--- src/rtl/wire_key_pkg.sv ---
// Shared types and sizing for the wire-obfuscation key loader.
package wire_key_pkg;

    localparam int unsigned KEY_W   = 12;
    localparam int unsigned NUM_SEL = KEY_W / 2;
    localparam int unsigned BEATS   = NUM_SEL + 1;

    // Beat counter width for a given key width: key beats plus one parity beat.
    function automatic int unsigned beat_cnt_w(input int unsigned key_w);
        return $clog2(key_w / 2 + 1);
    endfunction

    localparam int unsigned BEAT_W = beat_cnt_w(KEY_W);

    typedef enum logic [2:0] {
        ST_IDLE,
        ST_REQ,
        ST_RETRY,
        ST_CHECK,
        ST_DONE,
        ST_FAIL
    } state_t;

endpackage

--- src/rtl/wire_key_beat_timer.sv ---
// Per-beat ack timeout counter: cleared on demand, counts while enabled,
// flags when it has waited TIMEOUT-1 cycles.
module wire_key_beat_timer #(
    parameter int unsigned TIMEOUT = 16
) (
    input  logic clk,
    input  logic rst_n,
    input  logic clr_i,
    input  logic en_i,
    output logic tc_o
);

    localparam int unsigned CW = (TIMEOUT > 1) ? $clog2(TIMEOUT) : 1;
    localparam logic [CW-1:0] TC_VAL = CW'(TIMEOUT - 1);

    logic [CW-1:0] cnt_q;
    logic [CW-1:0] cnt_d;

    assign tc_o = (cnt_q == TC_VAL);

    // Next count: clear wins, then count up and park at terminal count.
    always_comb begin
        cnt_d = cnt_q;
        if (clr_i) begin
            cnt_d = '0;
        end else if (en_i && !tc_o) begin
            cnt_d = cnt_q + 1'b1;
        end
    end

    // Counter register with synchronous active-low reset.
    always_ff @(posedge clk) begin
        if (!rst_n) begin
            cnt_q <= '0;
        end else begin
            cnt_q <= cnt_d;
        end
    end

endmodule

--- src/rtl/wire_key_loader.sv ---
// Loads the wire-obfuscation key from the key store beat by beat into a
// shadow register, checks parity, and commits it to the core atomically.
module wire_key_loader #(
    parameter int unsigned KEY_W     = wire_key_pkg::KEY_W,
    parameter int unsigned TIMEOUT   = 16,
    parameter int unsigned MAX_RETRY = 3
) (
    input  logic             clk,
    input  logic             rst_n,
    input  logic             start,
    output logic             ks_req,
    input  logic             ks_ack,
    input  logic [1:0]       ks_data,
    output logic [KEY_W-1:0] key,
    output logic             key_valid,
    output logic             busy,
    output logic             err
);

    import wire_key_pkg::*;

    localparam int unsigned SEL_N  = KEY_W / 2;
    localparam int unsigned BCNT_W = beat_cnt_w(KEY_W);
    localparam int unsigned RCNT_W = (MAX_RETRY > 0) ? $clog2(MAX_RETRY + 1) : 1;
    localparam logic [BCNT_W-1:0] PAR_BEAT  = BCNT_W'(SEL_N);
    localparam logic [RCNT_W-1:0] RETRY_MAX = RCNT_W'(MAX_RETRY);

    state_t             state_q, state_d;
    logic [BCNT_W-1:0]  beat_q, beat_d;
    logic [KEY_W-1:0]   shadow_q, shadow_d;
    logic               par_q, par_d;
    logic [RCNT_W-1:0]  retry_q, retry_d;
    logic [KEY_W-1:0]   key_q, key_d;
    logic               kv_q, kv_d;
    logic               err_q, err_d;

    logic               xfer;
    logic               timer_tc;

    assign xfer      = (state_q == ST_REQ) && ks_ack;
    assign ks_req    = (state_q == ST_REQ);
    assign busy      = (state_q == ST_REQ) || (state_q == ST_RETRY) || (state_q == ST_CHECK);
    assign key       = key_q;
    assign key_valid = kv_q;
    assign err       = err_q;

    // Timer only runs in REQ; leaving REQ holds it cleared, so every REQ
    // entry starts from zero without a separate entry pulse.
    wire_key_beat_timer #(
        .TIMEOUT (TIMEOUT)
    ) u_timer (
        .clk   (clk),
        .rst_n (rst_n),
        .clr_i ((state_q != ST_REQ) || xfer),
        .en_i  (state_q == ST_REQ),
        .tc_o  (timer_tc)
    );

    // Next-state, beat capture, parity check, commit and retry accounting.
    always_comb begin
        state_d  = state_q;
        beat_d   = beat_q;
        shadow_d = shadow_q;
        par_d    = par_q;
        retry_d  = retry_q;
        key_d    = key_q;
        kv_d     = kv_q;
        err_d    = err_q;

        case (state_q)
            ST_IDLE, ST_DONE, ST_FAIL: begin
                if (start) begin
                    state_d  = ST_REQ;
                    beat_d   = '0;
                    shadow_d = '0;
                    par_d    = 1'b0;
                    retry_d  = '0;
                    key_d    = '0;
                    kv_d     = 1'b0;
                    err_d    = 1'b0;
                end
            end

            ST_REQ: begin
                if (xfer) begin
                    if (beat_q == PAR_BEAT) begin
                        par_d   = ks_data[0];
                        state_d = ST_CHECK;
                    end else begin
                        for (int unsigned i = 0; i < SEL_N; i++) begin
                            if (beat_q == BCNT_W'(i)) begin
                                shadow_d[2*i +: 2] = ks_data;
                            end
                        end
                        beat_d = beat_q + 1'b1;
                    end
                end else if (timer_tc) begin
                    state_d = ST_RETRY;
                end
            end

            ST_CHECK: begin
                if ((^shadow_q) == par_q) begin
                    key_d   = shadow_q;
                    kv_d    = 1'b1;
                    state_d = ST_DONE;
                end else begin
                    state_d = ST_RETRY;
                end
            end

            ST_RETRY: begin
                beat_d   = '0;
                shadow_d = '0;
                if (retry_q == RETRY_MAX) begin
                    state_d = ST_FAIL;
                    err_d   = 1'b1;
                    key_d   = '0;
                    kv_d    = 1'b0;
                end else begin
                    retry_d = retry_q + 1'b1;
                    state_d = ST_REQ;
                end
            end

            default: begin
                state_d = ST_IDLE;
            end
        endcase
    end

    // State and datapath registers with synchronous active-low reset.
    always_ff @(posedge clk) begin
        if (!rst_n) begin
            state_q  <= ST_IDLE;
            beat_q   <= '0;
            shadow_q <= '0;
            par_q    <= 1'b0;
            retry_q  <= '0;
            key_q    <= '0;
            kv_q     <= 1'b0;
            err_q    <= 1'b0;
        end else begin
            state_q  <= state_d;
            beat_q   <= beat_d;
            shadow_q <= shadow_d;
            par_q    <= par_d;
            retry_q  <= retry_d;
            key_q    <= key_d;
            kv_q     <= kv_d;
            err_q    <= err_d;
        end
    end

endmodule

--- config.mk ---
export PLATFORM = sky130hd
export DESIGN_NAME = wire_key_loader
export DESIGN_NICKNAME = d
export VERILOG_FILES = /design/src/rtl/wire_key_pkg.sv /design/src/rtl/wire_key_beat_timer.sv /design/src/rtl/wire_key_loader.sv
export SDC_FILE = /design/constraint.sdc
export NUM_CORES = 1
export LEC_CHECK = 0
export CORE_AREA = 8 8 75 77
export CTS_BUF_LIST = sky130_fd_sc_hd__clkbuf_4
export DETAILED_ROUTE_END_ITERATION = 8
export DIE_AREA = 0 0 83 85
export GPL_TIMING_DRIVEN = 0
export HOLD_SLACK_MARGIN = 0.05
export PLACE_DENSITY = 0.69
export SYNTH_ARGS = -nofsm -noshare
export SYNTH_HDL_FRONTEND = slang
export SYNTH_SLANG_ARGS = --single-unit
--- constraint.sdc ---
create_clock -name clk -period 1.8 [get_ports clk]
set_input_delay 0.36 -clock clk [delete_from_list [all_inputs] [get_ports clk]]
set_output_delay 0.36 -clock clk [all_outputs]
set_load 0.005 [all_outputs]
==> results.json, run 1 <==
{
  "status": "completed",
  "cp_top_family": "buffers and inverters",
  "p_sw_frac": 0.358,
  "clkTransAtPathRegs_ps": 120,
  "hold-path-endpoint": "key_valid",
  "wire_per_inst_um": 15.2,
  "ff2ff_setup_slack_ps": 60,
  "antenna_found_initial": 0,
  "io_pins": 22,
  "io_buffers": 20,
  "rsz0062_at_grt": "yes",
  "peakVddDrop_v": 0.000388,
  "crit_chain": "buf_6, nor2b_4, nand2_8, inv_6, clkdlybuf4s15_1",
  "slew_headroom": 0.663,
  "dpl_cell_area_mm2": 0.00238,
  "end_kind": "output pin",
  "drc": 0,
  "hold_viol": 0,
  "core-area_mm2": 0.00454,
  "grt_pass1_wl_mm": 8.43,
  "worst_slew_pin_slew_ps": 506,
  "synth_top_area_share": 0.369,
  "cp.required_ps": 1440,
  "nFillCells": 392,
  "yosys_register_bits": 39,
  "cts_buffers": 5,
  "power.total_mw": 2.32,
  "cp.arrival_ps": 1390,
  "grtUsageTotal": 0.139,
  "clockBufferDepth": 2,
  "p_clk_frac": 0.188,
  "die_w_um": 83,
  "p_sw_uw": 833,
  "ff_latch_area_um2": 792,
  "synthesis.nets": 254,
  "leakagePower_nw": 0.946,
  "crit_buf_inv": 3,
  "setup_viol": 0,
  "overflow": 0,
  "start_util": 0.466,
  "power.density_mw_per_mm2": 895,
  "power_frac_seq": 0.401,
  "critPathSlowestCell": "dfxtp_2",
  "r2r_cells": 6,
  "syn_inst": 241,
  "holdCritPathClass": "reg -> reg",
  "grt_pass1_vias": 1756,
  "gp_congestion": 0.771,
  "dieArea_mm2": 0.00706,
  "hold_depth": 2,
  "slowest_delay_ps": 340,
  "yosys.area.top_type": "dfxtp_1",
  "intPower_mw": 1.49,
  "routed_wirelength_mm": 4.97,
  "ys_dominant_reg_cell": "dfxtp_1",
  "r2r-start": "shadow_q[2]",
  "synth_edf_count": 0,
  "drtIter0Drc": 153,
  "synth_most_common_cell": "dfxtp_1",
  "async_flop_share": 0,
  "synth_top_family_by_area": "simple AND/OR/NAND/NOR gates",
  "start_kind": "register",
  "fin_area_mm2": 0.00260,
  "maxCapViolCount": 0,
  "synthTopCellsByArea": "dfxtp_1 37%, mux2i_1 5.2%, o221ai_1 5.0%",
  "syn_to_final_growth_pct": 22.9,
  "yosys.area_share.simple": 0.256,
  "synth_compound_area_frac": 0.162,
  "synth.mux.area_fraction": 0.0521,
  "fin_util": 0.572,
  "clkSinkCount": 39,
  "cts_tree": "yes",
  "fin_crit_ps": 1750,
  "syn_area_mm2": 0.00211,
  "num_rows": 25,
  "synthTopCellsByCount": "39 x dfxtp_1, 21 x nand2_1, 17 x nand3_1",
  "min_from": "key_valid",
  "r2r-end": "key[6]",
  "dr.pass1.iters": 4,
  "drive_gt1_frac": 0.158,
  "worstSetupPathType": "reg -> out",
  "cp_max_fo": 8,
  "vias": 1853,
  "combPwrFrac": 0.412,
  "synth_xor_area_frac": 0.0710,
  "dieHeight_um": 85,
  "htreeDepth": 2,
  "vias_per_cell": 5.67,
  "fin_skew_ps": 14.1,
  "yosysSeqAreaShare": 0.369,
  "avgSynthCellArea_um2": 8.77,
  "fin_crit_sh": 0.972,
  "layout.nets": 286,
  "ant_nets": 0,
  "yosys_warnings": 0,
  "clockRootBuffer": "clkbuf_4",
  "drv_slew": 0,
  "clock.fmax_mhz": 571,
  "clk_latency_ps": 360,
  "ys_types": 37,
  "hpwlAfterDp_mm": 3.49,
  "synthAdderAreaFrac": 0.0414,
  "multi_input_area_mm2": 0.00130,
  "antenna_cells": 0,
  "grt_max_degree": 12,
  "hold_buffers": 0
}
-- how the worst max path moves through the flow --
stage | from | end | slack [ps] | depth (start not counted)
2_1_floorplan | shadow_q[2] | key[0] | 180 | 5
3_3_place_gp | start | key[6] | -300 | 5
3_5_place_dp | start | key[0] | -310 | 5
4_1_cts | state_q[0] | ks_req | 2 | 6
5_1_grt | shadow_q[2] | key[7] | -5 | 6
6_report | state_q[0] | ks_req | 50 | 5
-- worst reg2reg max path, cell delays in order (launching register included) --
cell      delay (ps)
dfxtp_2          370
xnor3_1          390
xnor3_2          280
xnor2_4          250
buf_6            160
nand4_1          100
o221ai_1         100
-- repair_timing --
| action | CTS | global route |
|---|---|---|
| cloned | 0 | 1 |
| resized for setup | 21 | 26 |
| endpoints found under the setup margin | 16 | 20 |
| buffers inserted | 4 | 2 |
| pin swaps | 1 | 4 |
-- layer usage --
| layer | GRT usage | share of wire | vias to the layer above |
|---|---|---|---|
| met3 | 0.0278 | 0.052 | 8 |
| li1 | - | - | 926 |
| met4 | 0.0527 | 0.016 | 0 |
| met1 | 0.171 | 0.46 | 871 |
| met2 | 0.231 | 0.47 | 48 |
| met5 | 0 | 0 | - |
-- cell type report --
class / instances / area share
tap: 54 / 0.0260
multi-input combinational: 179 / 0.499
sequential: 39 / 0.305
clock buffer: 5 / 0.0145
timing repair buffer: 27 / 0.0998
buffer: 15 / 0.0414
inverter: 6 / 0.0106
clock inverter: 2 / 0.00337
-- state kept, by name, summed over array words and instances (netlist names) --
| register | cells |
|---|---|
| key | 12 |
| shadow_q | 12 |
| u_timer.cnt_q | 4 |
| beat_q | 3 |
| state_q | 3 |
| retry_q | 2 |
| err | 1 |
| key_valid | 1 |
| par_q | 1 |
-- power groups by stage --
stage                     sequential (mW)  clock, mW  combinational (mW)
after detailed placement            0.943          0               0.735
after CTS                           0.928      0.446               0.833
final                               0.932      0.436               0.957
after floorplan                     0.934          0               0.567
after global routing                0.937      0.472                1.03
after global placement              0.942          0               0.734
-- per-stage QoR --
step | std cells | hold WS, ps | TNS [ps] | worst slack [ps]
global placement | 315 | 447 | -6420 | -304
floorplan | 241 | 451 | 0 | 176
detailed placement | 315 | 455 | -6580 | -307
finish | 327 | 465 | 0 | 49.5
global route | 327 | 480 | -7.55 | -4.51
CTS | 325 | 472 | 0 | 1.59
-- layout by cell type (no fill, tap or decap), types with 2 or more instances in the layout --
cell type	Yosys	final
dfxtp_1	39	30
nand2_1	21	20
clkdlybuf4s50_1	0	18
nand3_1	17	17
nor2b_1	16	15
nor2_1	14	14
nand4_1	14	14
mux2i_1	11	11
o221ai_1	12	10
dfxtp_2	0	9
a21boi_1	8	8
nand2b_1	7	7
clkbuf_4	0	7
clkbuf_1	11	7
and2_1	7	7
o21ai_0	7	7
ha_1	7	7
buf_6	1	6
buf_4	1	6
inv_1	5	5
o22ai_1	5	5
a21oi_1	7	5
nand3b_1	4	4
xor2_1	2	2
xnor2_2	0	2
xnor3_2	2	2
xnor2_1	4	2
o221ai_2	0	2
a21oi_2	0	2
o2bb2ai_1	2	2
o21ai_1	2	2
-- cells by family (layout without fill, tap and decap cells) --
logic type	after synthesis	count (layout)
mux	11	11
xor+xnor	10	10
compound gates	48	48
simple gates	103	103
fa+ha+maj	7	7
flops	39	39
buf+inv	23	55
Note: power is estimated with default switching activity, not from simulation.
==> run 2: changes to the inputs <==
--- a/config.mk
+++ b/config.mk
@@ -5,10 +5,11 @@
 export SDC_FILE = /design/constraint.sdc
 export NUM_CORES = 1
 export LEC_CHECK = 0
-export CORE_AREA = 8 8 75 77
+export ABC_AREA = 1
+export CORE_AREA = 8 8 73 75
 export CTS_BUF_LIST = sky130_fd_sc_hd__clkbuf_4
 export DETAILED_ROUTE_END_ITERATION = 8
-export DIE_AREA = 0 0 83 85
+export DIE_AREA = 0 0 81 83
 export GPL_TIMING_DRIVEN = 0
 export HOLD_SLACK_MARGIN = 0.05
 export PLACE_DENSITY = 0.69
==> results.json, run 2 <==
{
  "status": "completed",
  "io_buffers": 21,
  "yosysSeqAreaShare": 0.393,
  "wire_per_inst_um": 11.4,
  "crit_chain": "inv_2, nand2_4, nor2_4, buf_6, dlygate4sd2_1",
  "layout_commonest_cell": "nand2_1",
  "worstSetupPathType": "reg -> out",
  "hold_viol": 0,
  "grtUsageTotal": 0.135,
  "start_kind": "register",
  "cts_buffers": 5,
  "drc": 0,
  "setup_viol": 0,
  "syn_area_mm2": 0.00199,
  "maxCapViolCount": 0,
  "fin_crit_sh": 0.938,
  "yosys_register_bits": 39,
  "cp.arrival_ps": 1330,
  "yosys.area_share.simple": 0.309,
  "peakVddDrop_v": 0.000421,
  "nFillCells": 413,
  "worst_slew_pin_slew_ps": 541,
  "leakagePower_nw": 1.04,
  "synthTopCellsByArea": "dfxtp_1 39%, nand2_1 16%, a21oi_1 9.1%",
  "syn_inst": 287,
  "clkTransAtPathRegs_ps": 120,
  "synth.mux.area_fraction": 0,
  "grt_pass1_vias": 1683,
  "drv_slew": 0,
  "dieArea_mm2": 0.00672,
  "drive_gt1_frac": 0.146,
  "hpwlAfterDp_mm": 3.21,
  "cp_top_family": "buffers and inverters",
  "clk_latency_ps": 350,
  "synthTopCellsByCount": "85 x nand2_1, 39 x dfxtp_1, 36 x a21oi_1",
  "dpl_cell_area_mm2": 0.00226,
  "hold_buffers": 0,
  "synthesis.nets": 300,
  "holdCritPathClass": "reg -> reg",
  "fin_util": 0.568,
  "antenna_cells": 0,
  "synth_xor_area_frac": 0.00881,
  "fin_crit_ps": 1690,
  "htreeDepth": 2,
  "num_rows": 24,
  "synth_edf_count": 0,
  "synthAdderAreaFrac": 0.0441,
  "dr.pass1.iters": 4,
  "crit_buf_inv": 3,
  "clock.fmax_mhz": 593,
  "gp_congestion": 0.833,
  "cp_max_fo": 5,
  "cp.required_ps": 1440,
  "antenna_found_initial": 0,
  "critPathSlowestCell": "dfxtp_2",
  "cts_tree": "yes",
  "grt_max_degree": 13,
  "synth_top_family_by_area": "simple AND/OR/NAND/NOR gates",
  "core-area_mm2": 0.00420,
  "io_pins": 22,
  "synth_top_area_share": 0.393,
  "start_util": 0.473,
  "synth_most_common_cell": "nand2_1",
  "ys_dominant_reg_cell": "dfxtp_1",
  "dp_cells": 360,
  "die_w_um": 81,
  "slowest_delay_ps": 340,
  "async_flop_share": 0,
  "synth_compound_area_frac": 0.156,
  "slew_headroom": 0.639,
  "vias_per_cell": 4.91,
  "vias": 1842,
  "overflow": 0,
  "fin_area_mm2": 0.00239,
  "most-common-layout-cells": "85 x nand2_1, 36 x a21oi_1, 32 x dfxtp_1, 29 x inv_1, 23 x nand3_1",
  "layout.nets": 335,
  "grt_pass1_wl_mm": 7.42,
  "yosys_warnings": 0,
  "clockBufferDepth": 2,
  "power.density_mw_per_mm2": 1030,
  "fin_skew_ps": 11.2,
  "instances_no_fill": 375,
  "end_kind": "output pin",
  "ant_nets": 0,
  "yosys.area.top_type": "dfxtp_1",
  "avgSynthCellArea_um2": 6.93,
  "syn_to_final_growth_pct": 20.0,
  "dieHeight_um": 83,
  "drtIter0Drc": 80,
  "clkSinkCount": 39,
  "clockRootBuffer": "clkbuf_4",
  "ys_types": 33,
  "routed_wirelength_mm": 4.27
}
-- run 2: cell count changes after synthesis, sizes merged, moves of 7 or more --
cell and delta:
nand2 +70, a21oi +29, inv +29, nor2b -16
nand4 -13, o221ai -12, mux2i -11, clkbuf -9
a21boi -8, and2 -7, nand2b -7, o21ai +7
-- run 2: tightest hold or removal path, delay by kind of cell (launching register included) --
kind | cells | cell delay, ps
flip-flops | 1 | 320
AND/OR/NAND/NOR | 1 | 60
AO/OA/AOI/OAI | 1 | 50
-- run 2: timing repair --
| item | 4_1_cts | 5_1_grt |
|---|---|---|
| resized for setup | 9 | 5 |
| hold endpoints to repair | 0 | 0 |
| pin swaps | 1 | 1 |
| gates cloned | 0 | 0 |
| setup endpoints to repair | 2 | 4 |
| setup buffers | 2 | 5 |
-- run 2: kinds of logic (layout without fill, tap and decap cells) --
| kind of cell | after synthesis | after routing |
|---|---|---|
| flip-flops | 39 | 39 |
| AND/OR/NAND/NOR | 139 | 139 |
| XOR/XNOR | 2 | 2 |
| buffers and inverters | 43 | 79 |
| AO/OA/AOI/OAI | 57 | 57 |
| adder cells (fa/ha/maj) | 7 | 7 |
-- run 2: final cells by class --
class,count,area [µm²],area share
Buffer,7,46.3,0.0194
Tap cell,52,65.1,0.0273
Multi-Input combinational cell,205,1030,0.433
Sequential cell,39,792,0.332
Clock inverter,3,15.0,0.00629
Inverter,36,138,0.0577
Timing Repair Buffer,28,260,0.109
Clock buffer,5,37.5,0.0157
-- run 2: path summary, 6_finish.rpt --
check              startpoint         end  slack (ps)  cells past startpoint
min reg2reg            key[4]      key[4]         460                      2
min                    key[4]      key[4]         460                      2
max reg2reg  u_timer.cnt_q[0]  state_q[2]         130                      8
max                state_q[2]      ks_req         110                      5
-- run 2: metal layers --
| metal | track usage | wire, µm | vias up |
|---|---|---|---|
| met5 | 0 | 0 | - |
| met2 | 0.215 | 1950 | 45 |
| li1 | - | - | 996 |
| met3 | 0.0399 | 221 | 6 |
| met1 | 0.164 | 2050 | 795 |
| met4 | 0.0504 | 53 | 0 |
-- run 2: through the flow --
step | TNS, ps | worst slack, ps | power, mW | hold slack [ps]
CTS | 0 | 63.4 | 2.42 | 467
floorplan | 0 | 400 | 1.76 | 429
detailed placement | -197 | -69.0 | 1.96 | 450
finish | 0 | 112 | 2.45 | 464
global route | -28.7 | -15.9 | 2.66 | 486
global placement | -177 | -61.5 | 1.95 | 447
-- run 2: power breakdown --
group,internal (mW),switching (mW),total [mW]
Combinational,0.380,0.604,0.983
Clock,0.146,0.295,0.440
Sequential,0.947,0.0768,1.02
Total,1.47,0.975,2.45
